$ cat config.mk
export PLATFORM = sky130hd
export DESIGN_NAME = udp_echo_responder
export DESIGN_NICKNAME = d
export VERILOG_FILES = /design/src/rtl/udp_echo_responder.sv
export SDC_FILE = /design/constraint.sdc
export NUM_CORES = 2
export LEC_CHECK = 0
export BUFFER_PORTS_ARGS = -buffer_cell sky130_fd_sc_hd__buf_2
export CAP_MARGIN = 30
export CELL_PAD_IN_SITES_DETAIL_PLACEMENT = 1
export CELL_PAD_IN_SITES_GLOBAL_PLACEMENT = 1
export CORE_MARGIN = 4
export CORE_UTILIZATION = 50
export CTS_CLUSTER_DIAMETER = 80
export DETAILED_ROUTE_END_ITERATION = 10
export PLACE_DENSITY_LB_ADDON = 0.3
export RECOVER_POWER = 25
export SYNTH_ARGS = -nofsm -noshare
export SYNTH_HDL_FRONTEND = slang
export SYNTH_SLANG_ARGS = --single-unit
$ cat constraint.sdc
create_clock -name clk -period 5 [get_ports clk]
set_input_delay 0.5 -clock clk [delete_from_list [all_inputs] [get_ports clk]]
set_output_delay 0.5 -clock clk [all_outputs]
set_load 0.05 [all_outputs]
$ cat src/rtl/udp_echo_responder.sv
// udp_echo_responder: captures one IPv4/UDP datagram and replays it as a reply with addresses/ports swapped, TTL rewritten and checksums fixed up
module udp_echo_responder #(
    parameter int         DEPTH     = 256,
    parameter int         ADDR_W    = 8,
    parameter logic [7:0] REPLY_TTL = 8'h40
) (
    input  logic       clk,
    input  logic       reset_n,
    input  logic [7:0] rx,
    input  logic       rx_valid,
    input  logic       rx_first,
    input  logic       rx_last,
    output logic [7:0] tx,
    output logic       tx_valid,
    output logic       tx_first,
    output logic       tx_last,
    input  logic       tx_ready,
    output logic       busy,
    output logic       rx_drop,
    output logic [7:0] drop_count
);
    localparam int CW = ADDR_W + 1;
    localparam logic [CW-1:0] C_DEPTH = CW'(DEPTH);

    typedef enum logic [2:0] {IDLE, CAPTURE, CSUM, SEND, DROP} state_t;

    state_t        r_state;
    logic [7:0]    r_mem [DEPTH];
    logic [CW-1:0] r_count, r_rd_ptr;
    logic [15:0]   r_len, r_src_port, r_dst_port, r_csum;
    logic [31:0]   r_src_ip, r_dst_ip;
    logic [19:0]   r_acc;
    logic [7:0]    r_tx, r_drop_count;
    logic          r_tx_valid, r_tx_first, r_tx_last, r_rx_drop;

    logic          w_start, w_restart, w_collide, w_cap, w_bad, w_wr_hdr, w_rd_hdr, w_handshake, w_load;
    logic [CW-1:0] w_off, w_cnt;
    logic [4:0]    w_wr_lo, w_rd_lo;
    logic [7:0]    w_acc_byte, w_rd_byte, w_tx_byte;
    logic [19:0]   w_acc_add;
    logic [16:0]   w_s1;
    logic [15:0]   w_s2;
    logic [1:0]    w_drops;
    logic [8:0]    w_dc_sum;

    // Capture-side decode: byte offset, fault detection, checksum term and drop accounting
    always_comb begin
        w_start     = rx_valid && rx_first && (r_state == IDLE || r_state == CAPTURE || r_state == DROP);
        w_restart   = rx_valid && rx_first && r_state == CAPTURE;
        w_collide   = rx_valid && rx_first && (r_state == CSUM || r_state == SEND);
        w_cap       = w_start || (rx_valid && r_state == CAPTURE);
        w_off       = w_start ? '0 : r_count;
        w_cnt       = w_off + 1'b1;
        w_wr_hdr    = w_off < CW'(32);
        w_wr_lo     = w_off[4:0];
        w_bad       = w_cap && ((w_off == '0 && rx != 8'h45) ||
                                (w_wr_hdr && w_wr_lo == 5'd9 && rx != 8'h11) ||
                                w_off == C_DEPTH ||
                                (rx_last && (w_cnt < CW'(28) || 16'(w_cnt) != r_len)));
        w_acc_byte  = (w_wr_lo == 5'd8) ? REPLY_TTL : (w_wr_lo == 5'd10 || w_wr_lo == 5'd11) ? 8'h00 : rx;
        w_acc_add   = w_off[0] ? {12'h000, w_acc_byte} : {4'h0, w_acc_byte, 8'h00};
        w_s1        = {1'b0, r_acc[15:0]} + {13'h0, r_acc[19:16]};
        w_s2        = w_s1[15:0] + {15'h0, w_s1[16]};
        w_rd_hdr    = r_rd_ptr < CW'(28);
        w_rd_lo     = r_rd_ptr[4:0];
        w_rd_byte   = r_mem[r_rd_ptr[ADDR_W-1:0]];
        w_handshake = r_tx_valid && tx_ready;
        w_load      = r_state == SEND && (!r_tx_valid || tx_ready) && !(w_handshake && r_tx_last);
        w_drops     = {1'b0, w_bad} + {1'b0, w_restart || w_collide};
        w_dc_sum    = {1'b0, r_drop_count} + {7'h0, w_drops};
    end

    // Reply byte substitution for the header fields that change in the echo
    always_comb begin
        w_tx_byte = w_rd_byte;
        if (w_rd_hdr) begin
            case (w_rd_lo)
                5'd8:    w_tx_byte = REPLY_TTL;
                5'd10:   w_tx_byte = r_csum[15:8];
                5'd11:   w_tx_byte = r_csum[7:0];
                5'd12:   w_tx_byte = r_dst_ip[31:24];
                5'd13:   w_tx_byte = r_dst_ip[23:16];
                5'd14:   w_tx_byte = r_dst_ip[15:8];
                5'd15:   w_tx_byte = r_dst_ip[7:0];
                5'd16:   w_tx_byte = r_src_ip[31:24];
                5'd17:   w_tx_byte = r_src_ip[23:16];
                5'd18:   w_tx_byte = r_src_ip[15:8];
                5'd19:   w_tx_byte = r_src_ip[7:0];
                5'd20:   w_tx_byte = r_dst_port[15:8];
                5'd21:   w_tx_byte = r_dst_port[7:0];
                5'd22:   w_tx_byte = r_src_port[15:8];
                5'd23:   w_tx_byte = r_src_port[7:0];
                5'd26:   w_tx_byte = 8'h00;
                5'd27:   w_tx_byte = 8'h00;
                default: w_tx_byte = w_rd_byte;
            endcase
        end
    end

    // Datagram buffer write; no reset needed since every byte is written before it is read
    always_ff @(posedge clk) begin
        if (w_cap && w_off != C_DEPTH) r_mem[w_off[ADDR_W-1:0]] <= rx;
    end

    // Main FSM: capture and validate, fold checksum, stream the reply with registered outputs
    always_ff @(posedge clk) begin
        if (!reset_n) begin
            r_state      <= IDLE;
            r_count      <= '0;
            r_rd_ptr     <= '0;
            r_len        <= '0;
            r_src_port   <= '0;
            r_dst_port   <= '0;
            r_csum       <= '0;
            r_src_ip     <= '0;
            r_dst_ip     <= '0;
            r_acc        <= '0;
            r_tx         <= '0;
            r_tx_valid   <= 1'b0;
            r_tx_first   <= 1'b0;
            r_tx_last    <= 1'b0;
            r_rx_drop    <= 1'b0;
            r_drop_count <= '0;
        end else begin
            r_rx_drop    <= w_drops != 2'd0;
            r_drop_count <= w_dc_sum[8] ? 8'hFF : w_dc_sum[7:0];
            if (w_cap) begin
                r_count <= w_cnt;
                r_acc   <= (w_off == '0) ? w_acc_add : (w_wr_hdr && w_wr_lo < 5'd20) ? r_acc + w_acc_add : r_acc;
                if (w_wr_hdr) begin
                    case (w_wr_lo)
                        5'd2:    r_len[15:8]      <= rx;
                        5'd3:    r_len[7:0]       <= rx;
                        5'd12:   r_src_ip[31:24]  <= rx;
                        5'd13:   r_src_ip[23:16]  <= rx;
                        5'd14:   r_src_ip[15:8]   <= rx;
                        5'd15:   r_src_ip[7:0]    <= rx;
                        5'd16:   r_dst_ip[31:24]  <= rx;
                        5'd17:   r_dst_ip[23:16]  <= rx;
                        5'd18:   r_dst_ip[15:8]   <= rx;
                        5'd19:   r_dst_ip[7:0]    <= rx;
                        5'd20:   r_src_port[15:8] <= rx;
                        5'd21:   r_src_port[7:0]  <= rx;
                        5'd22:   r_dst_port[15:8] <= rx;
                        5'd23:   r_dst_port[7:0]  <= rx;
                        default: ;
                    endcase
                end
                r_state <= w_bad ? (rx_last ? IDLE : DROP) : (rx_last ? CSUM : CAPTURE);
            end else if (r_state == DROP && rx_valid && rx_last) begin
                r_state <= IDLE;
            end else if (r_state == CSUM) begin
                r_csum   <= ~w_s2;
                r_rd_ptr <= '0;
                r_state  <= SEND;
            end else if (r_state == SEND) begin
                if (w_handshake && r_tx_last) begin
                    r_tx       <= '0;
                    r_tx_valid <= 1'b0;
                    r_tx_first <= 1'b0;
                    r_tx_last  <= 1'b0;
                    r_state    <= IDLE;
                end else if (w_load) begin
                    r_tx       <= w_tx_byte;
                    r_tx_valid <= 1'b1;
                    r_tx_first <= r_rd_ptr == '0;
                    r_tx_last  <= 16'(r_rd_ptr) == r_len - 16'd1;
                    r_rd_ptr   <= r_rd_ptr + 1'b1;
                end
            end
        end
    end

    assign tx         = r_tx;
    assign tx_valid   = r_tx_valid;
    assign tx_first   = r_tx_first;
    assign tx_last    = r_tx_last;
    assign busy       = r_state != IDLE;
    assign rx_drop    = r_rx_drop;
    assign drop_count = r_drop_count;
endmodule

### Yosys cells after proc, flatten, opt, wreduce, memory -nomap -nowiden

Memories as Yosys holds them, arrays and structs flattened. A register that Yosys moved wholly into a read port is not among the register bits.
Cells that the tools add are included.

* flip-flop bits (word level): 189
* RAM bits: 2048
* output and inout bits: 21
* memories: 1

Memories
* r_mem: words 256, bits a word 8, rd ports 1, clocked after Yosys merged registers in 1, wr ports 1, line 28 `logic [7:0] r_mem [DEPTH];`

* add/subtract/negate cells: 8
* magnitude comparators: 4
* equal/unequal tests: 46
* multiplexer cells: 33
* bitwise operators: 4
* reduce and logical (&&, ||, !) cells: 62

Operator list (number)
* $pmux W8 S16: 1
* $eq A5 B5 Y1 const B: 18
* $eq A5 B4 Y1 const B: 15
* $mux W8: 8
* $mux W9: 5
* $reduce_and A3 Y1: 15
* $mux W20: 2
* $mux W3: 7
* $add A20 B16 Y20: 1
* $add A9 B1 Y9 const B: 2
* $logic_and A1 B1 Y1: 18
* $logic_not A9 Y1: 2
* $lt A9 B5 Y1 const B: 2
* $add A16 B4 Y17: 1
* $add A16 B1 Y16: 1
* $eq A9 B16 Y1: 1
* $mux W16: 1
* $ne A9 B16 Y1: 1
* $not A16 Y16: 1
* $sub A16 B1 Y16 const B: 1
* $logic_or A1 B1 Y1: 11
* $eq A5 B2 Y1 const B: 2
* $reduce_and A5 Y1: 2
* $reduce_bool A2 Y1: 5
* 21 further kinds: 34

### Longest topological paths before layout

* depth after elaboration: 15
* gate-level depth with buffers: 26
* gate-level depth less buffers: 22

### Worst setup path before layout

OpenSTA, ideal clock, no wires.

* path kind: input -> register
* from: in rx_first
* to: reg r_drop_count[0] (netlist: drop_count[0])
* library setup time: 72 ps
* data arrival time: 4995 ps
* required time: 4928 ps
* path slack: -67 ps
* stages: 23
* cells stage by stage: and3b_1 -> nand2_1 -> buf_2 -> nand2_1 -> inv_1 -> ha_1 -> clkbuf_1 -> buf_1 -> nand2_1 -> inv_1 -> ha_1 -> o311ai_0 -> a21oi_1 -> or4_1 -> and2_1 -> ha_1 -> ha_1 -> inv_1 -> fa_1 -> and3b_1 -> and2_1 -> nand4_1 -> a21oi_1

* cells in the longest elaborated chain, start to end: 13
* elaborated cells on any way between the ends: 26
* classes of those cells: add/sub (3); order compare (2); eq/ne (3); mux (2); reduce/logical (16)

Ends and longest elaborated chain
* from (decl): line 11 `input logic rx_first,`
* $logic_and A1 B1 Y1 (*): line 48, 49, 50
* branches (longest 9 deep; another with $add A9 B1 Y9)
* $add A1 B1 Y2 (*): line 69 `w_drops = {1'b0, w_bad} + {1'b0, w_restart || w_collide};`
* $add A8 B2 Y9 (*): line 70 `w_dc_sum = {1'b0, r_drop_count} + {7'h0, w_drops};`
* $mux W8 (*): line 126 `r_drop_count <= w_dc_sum[8] ? 8'hFF : w_dc_sum[7:0];`
* to (signal assigned): line 126
* to (decl): line 33 `logic [7:0] r_tx, r_drop_count;`

Every way passes the cells marked *.
A chain may end at the register's enable or synchronous reset.

### Worst setup path after layout

* from: in rx[2]
* to: mem r_mem[100][2], data pin

RTL lines
* from (decl): line 9 `input logic [7:0] rx,`
* to (decl): line 28

Straight into the memory's write port.

==> flow_summary.toml <==
[outcome]
status = "finished, violations left"
violations = "capacitance limit, slew limit"

[pwr]
cellPowerDensity_nw_per_um2 = 373
power_switching_mw = 7.89
total_leakage_power_nw = 31.7
vdd_drop_max_mv = 0.440
p_sw_frac = 0.208
power.total_mw = 37.9
combPwrFrac = 0.020
seq_power_share = 0.542
clkPwrFrac = 0.438
internal-power_mw = 30.0

[worst_setup_path]
arrival_ns = 5.30
startpoint = "rx[2]"
rr_worst_depth = 19
cpPeakStageDelay_ns = 1.27
setup.worst_path.end_class = "register"
startpoint_type = "primary input"
crit_required_ns = 5.51
path_max_fanout = 79
r2r_start = "r_state[0]"
cp_slowest_cell = "clkbuf_1"
regToRegEndpoint = "drop_count[0]"
crit_type = "in2reg"
path_buf_inv = 6
crit_family = "buffers and inverters"
r2r_slack_ns = 0.24
worstPathCellList = "dlygate4sd3_1 -> clkbuf_1 -> clkbuf_1 -> buf_4 -> buf_16 -> buf_4"

[grt]
grtUsageTotal = 0.289
grt_start_max_net_pins = 219
grt_overflow = 0
antenna_found_initial = 11
grt_pass1_wl_mm = 391
grt_pass1_vias = 53200

[cts]
cts_root_buf = "clkbuf_16"
cts_tree = "yes"
h-tree-depth = 4
clkSinkCount = 2245
numCtsBuffers = 222
path_clk_slew_ns = 0.06
clockBufferDepth = 3
clk-insertion-delay-late_ns = 0.89

[finish]
final_common_cell = "edfxtp_1"
ff_latch_area_sq_um = 65500
multi_input_area_sq_um = 23400
final_nets = 5394
fill_cells = 16000
final_cell_mix = "edfxtp_1 (2048), nor2_1 (474), mux4_2 (447), mux2i_1 (258), clkbuf_16 (223)"
area.growth.synth_to_final_pct = 12.1
drive_gt1_frac = 0.198
post-route-util = 0.566

[logic_synthesis]
ys_seq_area_frac = 0.723
syn_area_sq_um = 90500
yosys.cell_types.count = 92
synth-edff-count = 2048
syn_inst = 5154
synth_ff_type = "edfxtp_1"
ys_seq_elements = 2245
syn_avg_cell_area_sq_um = 17.6
ys_warn_count = 0
async_flop_share = 0
syn_nets = 5208

[die]
dieArea_sq_um = 188000
die_x_um = 434
rows = 155
die_y_um = 434
initial_core_util = 0.505
pin_count = 35
core_area_sq_um = 179000

[placement]
pre_cts_ws_ns = -0.0150
routabilityCongestion = 0.881
hpwl_mm = 173
portBuffers = 34

[worst_hold_path]
worstHoldEndpoint = "r_mem[221][6]"
hp-class = "in2reg"
whs_path_depth = 1
min_from = "rx[6]"

[timing]
setup_tns_ns = 0
finalCritPeriodShare = 0.957
fin_crit_ns = 4.79
slew_headroom = -2.37
finalWorstSetupSlack_ns = 0.213
holdWs_ns = 0.0797
slew_viol_final = 699
maxClockFrequency_mhz = 209
setup_viol = 0
tightest_slew_ns = 5.05
fin_worst_skew_ns = 0.0362
hold_viol = 0
rsz0062_at_grt = "false"

[drt]
antenna_left = 0
vias = 51900
drt_iter0_drc = 6844
drc_errors = 0
drt_pass1_iterations = 5
routed_wl_mm = 270
routedWlPerCell_um = 34.2
viasPerCell = 6.58

[run]
maxCapViolations = 12
-- cell type report --
cell class	count	share of cell area
Clock buffer	276	0.0572
Antenna cell	7	0.000173
Inverter	34	0.00128
Sequential cell	2245	0.645
Tap cell	2355	0.0290
Multi-Input combinational cell	2550	0.231
Timing Repair Buffer	287	0.0232
Clock inverter	129	0.0132
-- worst max path at each step --
stage / end / slack, ns / cells after the start
after floorplan: drop_count[0] / 0.003 / 21
after global placement: drop_count[1] / 0.002 / 20
after detailed placement: drop_count[0] / -0.02 / 20
after CTS: drop_count[0] / 0.17 / 19
after global routing: drop_count[0] / 0.02 / 22
final: r_mem[100][2] / 0.21 / 6
-- power by group through the flow --
stage	combinational, mW	sequential, mW	clock, mW
after floorplan	0.243	20.9	0
after global placement	0.725	20.9	0
after detailed placement	0.763	20.9	0
after CTS	0.766	20.5	16.7
after global routing	0.814	20.5	17.5
final	0.765	20.5	16.6
-- worst register-to-register path, delay by kind of cell, from the launching register on --
family | cells | cell delay, ns
AOI/OAI and AO/OA | 4 | 0.96
and+or+nand+nor | 7 | 1.70
adders and majority gates | 5 | 1.46
DFF | 1 | 0.31
buffers and inverters | 3 | 0.25
-- state kept, by name, indices dropped and copies added, names as in the netlist, named ones only --
| register | count |
|---|---|
| rx_drop | 1 |
| drop_count | 8 |
| r_state | 3 |
| r_count | 9 |
| r_dst_port | 16 |
| r_acc | 20 |
| tx | 8 |
| tx_first | 1 |
| r_rd_ptr | 9 |
| r_src_ip | 32 |
| r_dst_ip | 32 |
| r_mem | 2048 |
| tx_valid | 1 |
| r_csum | 16 |
| r_src_port | 16 |
| tx_last | 1 |
| r_len | 16 |
-- routing by layer --
metal,track usage,part of all wire,vias up
li1,-,-,21100
met5,0.00130,0.000067,-
met3,0.0521,0.088,516
met4,0.107,0.041,4
met1,0.408,0.39,27600
met2,0.455,0.48,2737
-- what timing repair did --
| item | CTS | global route |
|---|---|---|
| endpoints found under the setup margin | 0 | 5 |
| setup buffers | 0 | 1 |
| resized for setup | 0 | 6 |
| hold buffers | 3 | 0 |
| hold endpoints to repair | 32 | 0 |
-- cell families after synthesis --
family,share of synthesized area
multiplexers,0.141
adder cells (fa/ha/maj),0.00578
AO/OA/AOI/OAI,0.0502
AND/OR/NAND/NOR,0.0550
XOR/XNOR,0.00580
buffers and inverters,0.0194
flip-flops,0.723
-- cells in the mapped netlist (all sizes together) (44+ instances only) --
cell / instances / area, sq um
edfxtp: 2048 / 61500
nor2: 475 / 1790
mux4: 447 / 10100
mux2i: 258 / 2580
nand2: 216 / 811
dfxtp: 197 / 3940
buf: 174 / 1060
a21oi: 153 / 796
clkbuf: 151 / 567
o21ai: 109 / 549
a22oi: 79 / 593
nand3: 78 / 448
a211oi: 54 / 405
o22ai: 47 / 294
nor3: 44 / 225
-- metrics by stage --
| stage | std cells | cell area [sq um] |
|---|---|---|
| 2_1_floorplan | 5154 | 90500 |
| 6_report | 7883 | 101000 |
| 5_1_grt | 7877 | 101000 |
| 4_1_cts | 7867 | 101000 |
| 3_5_place_dp | 7459 | 94300 |
| 3_3_place_gp | 7452 | 94200 |
(Power assumes the default switching activity.)
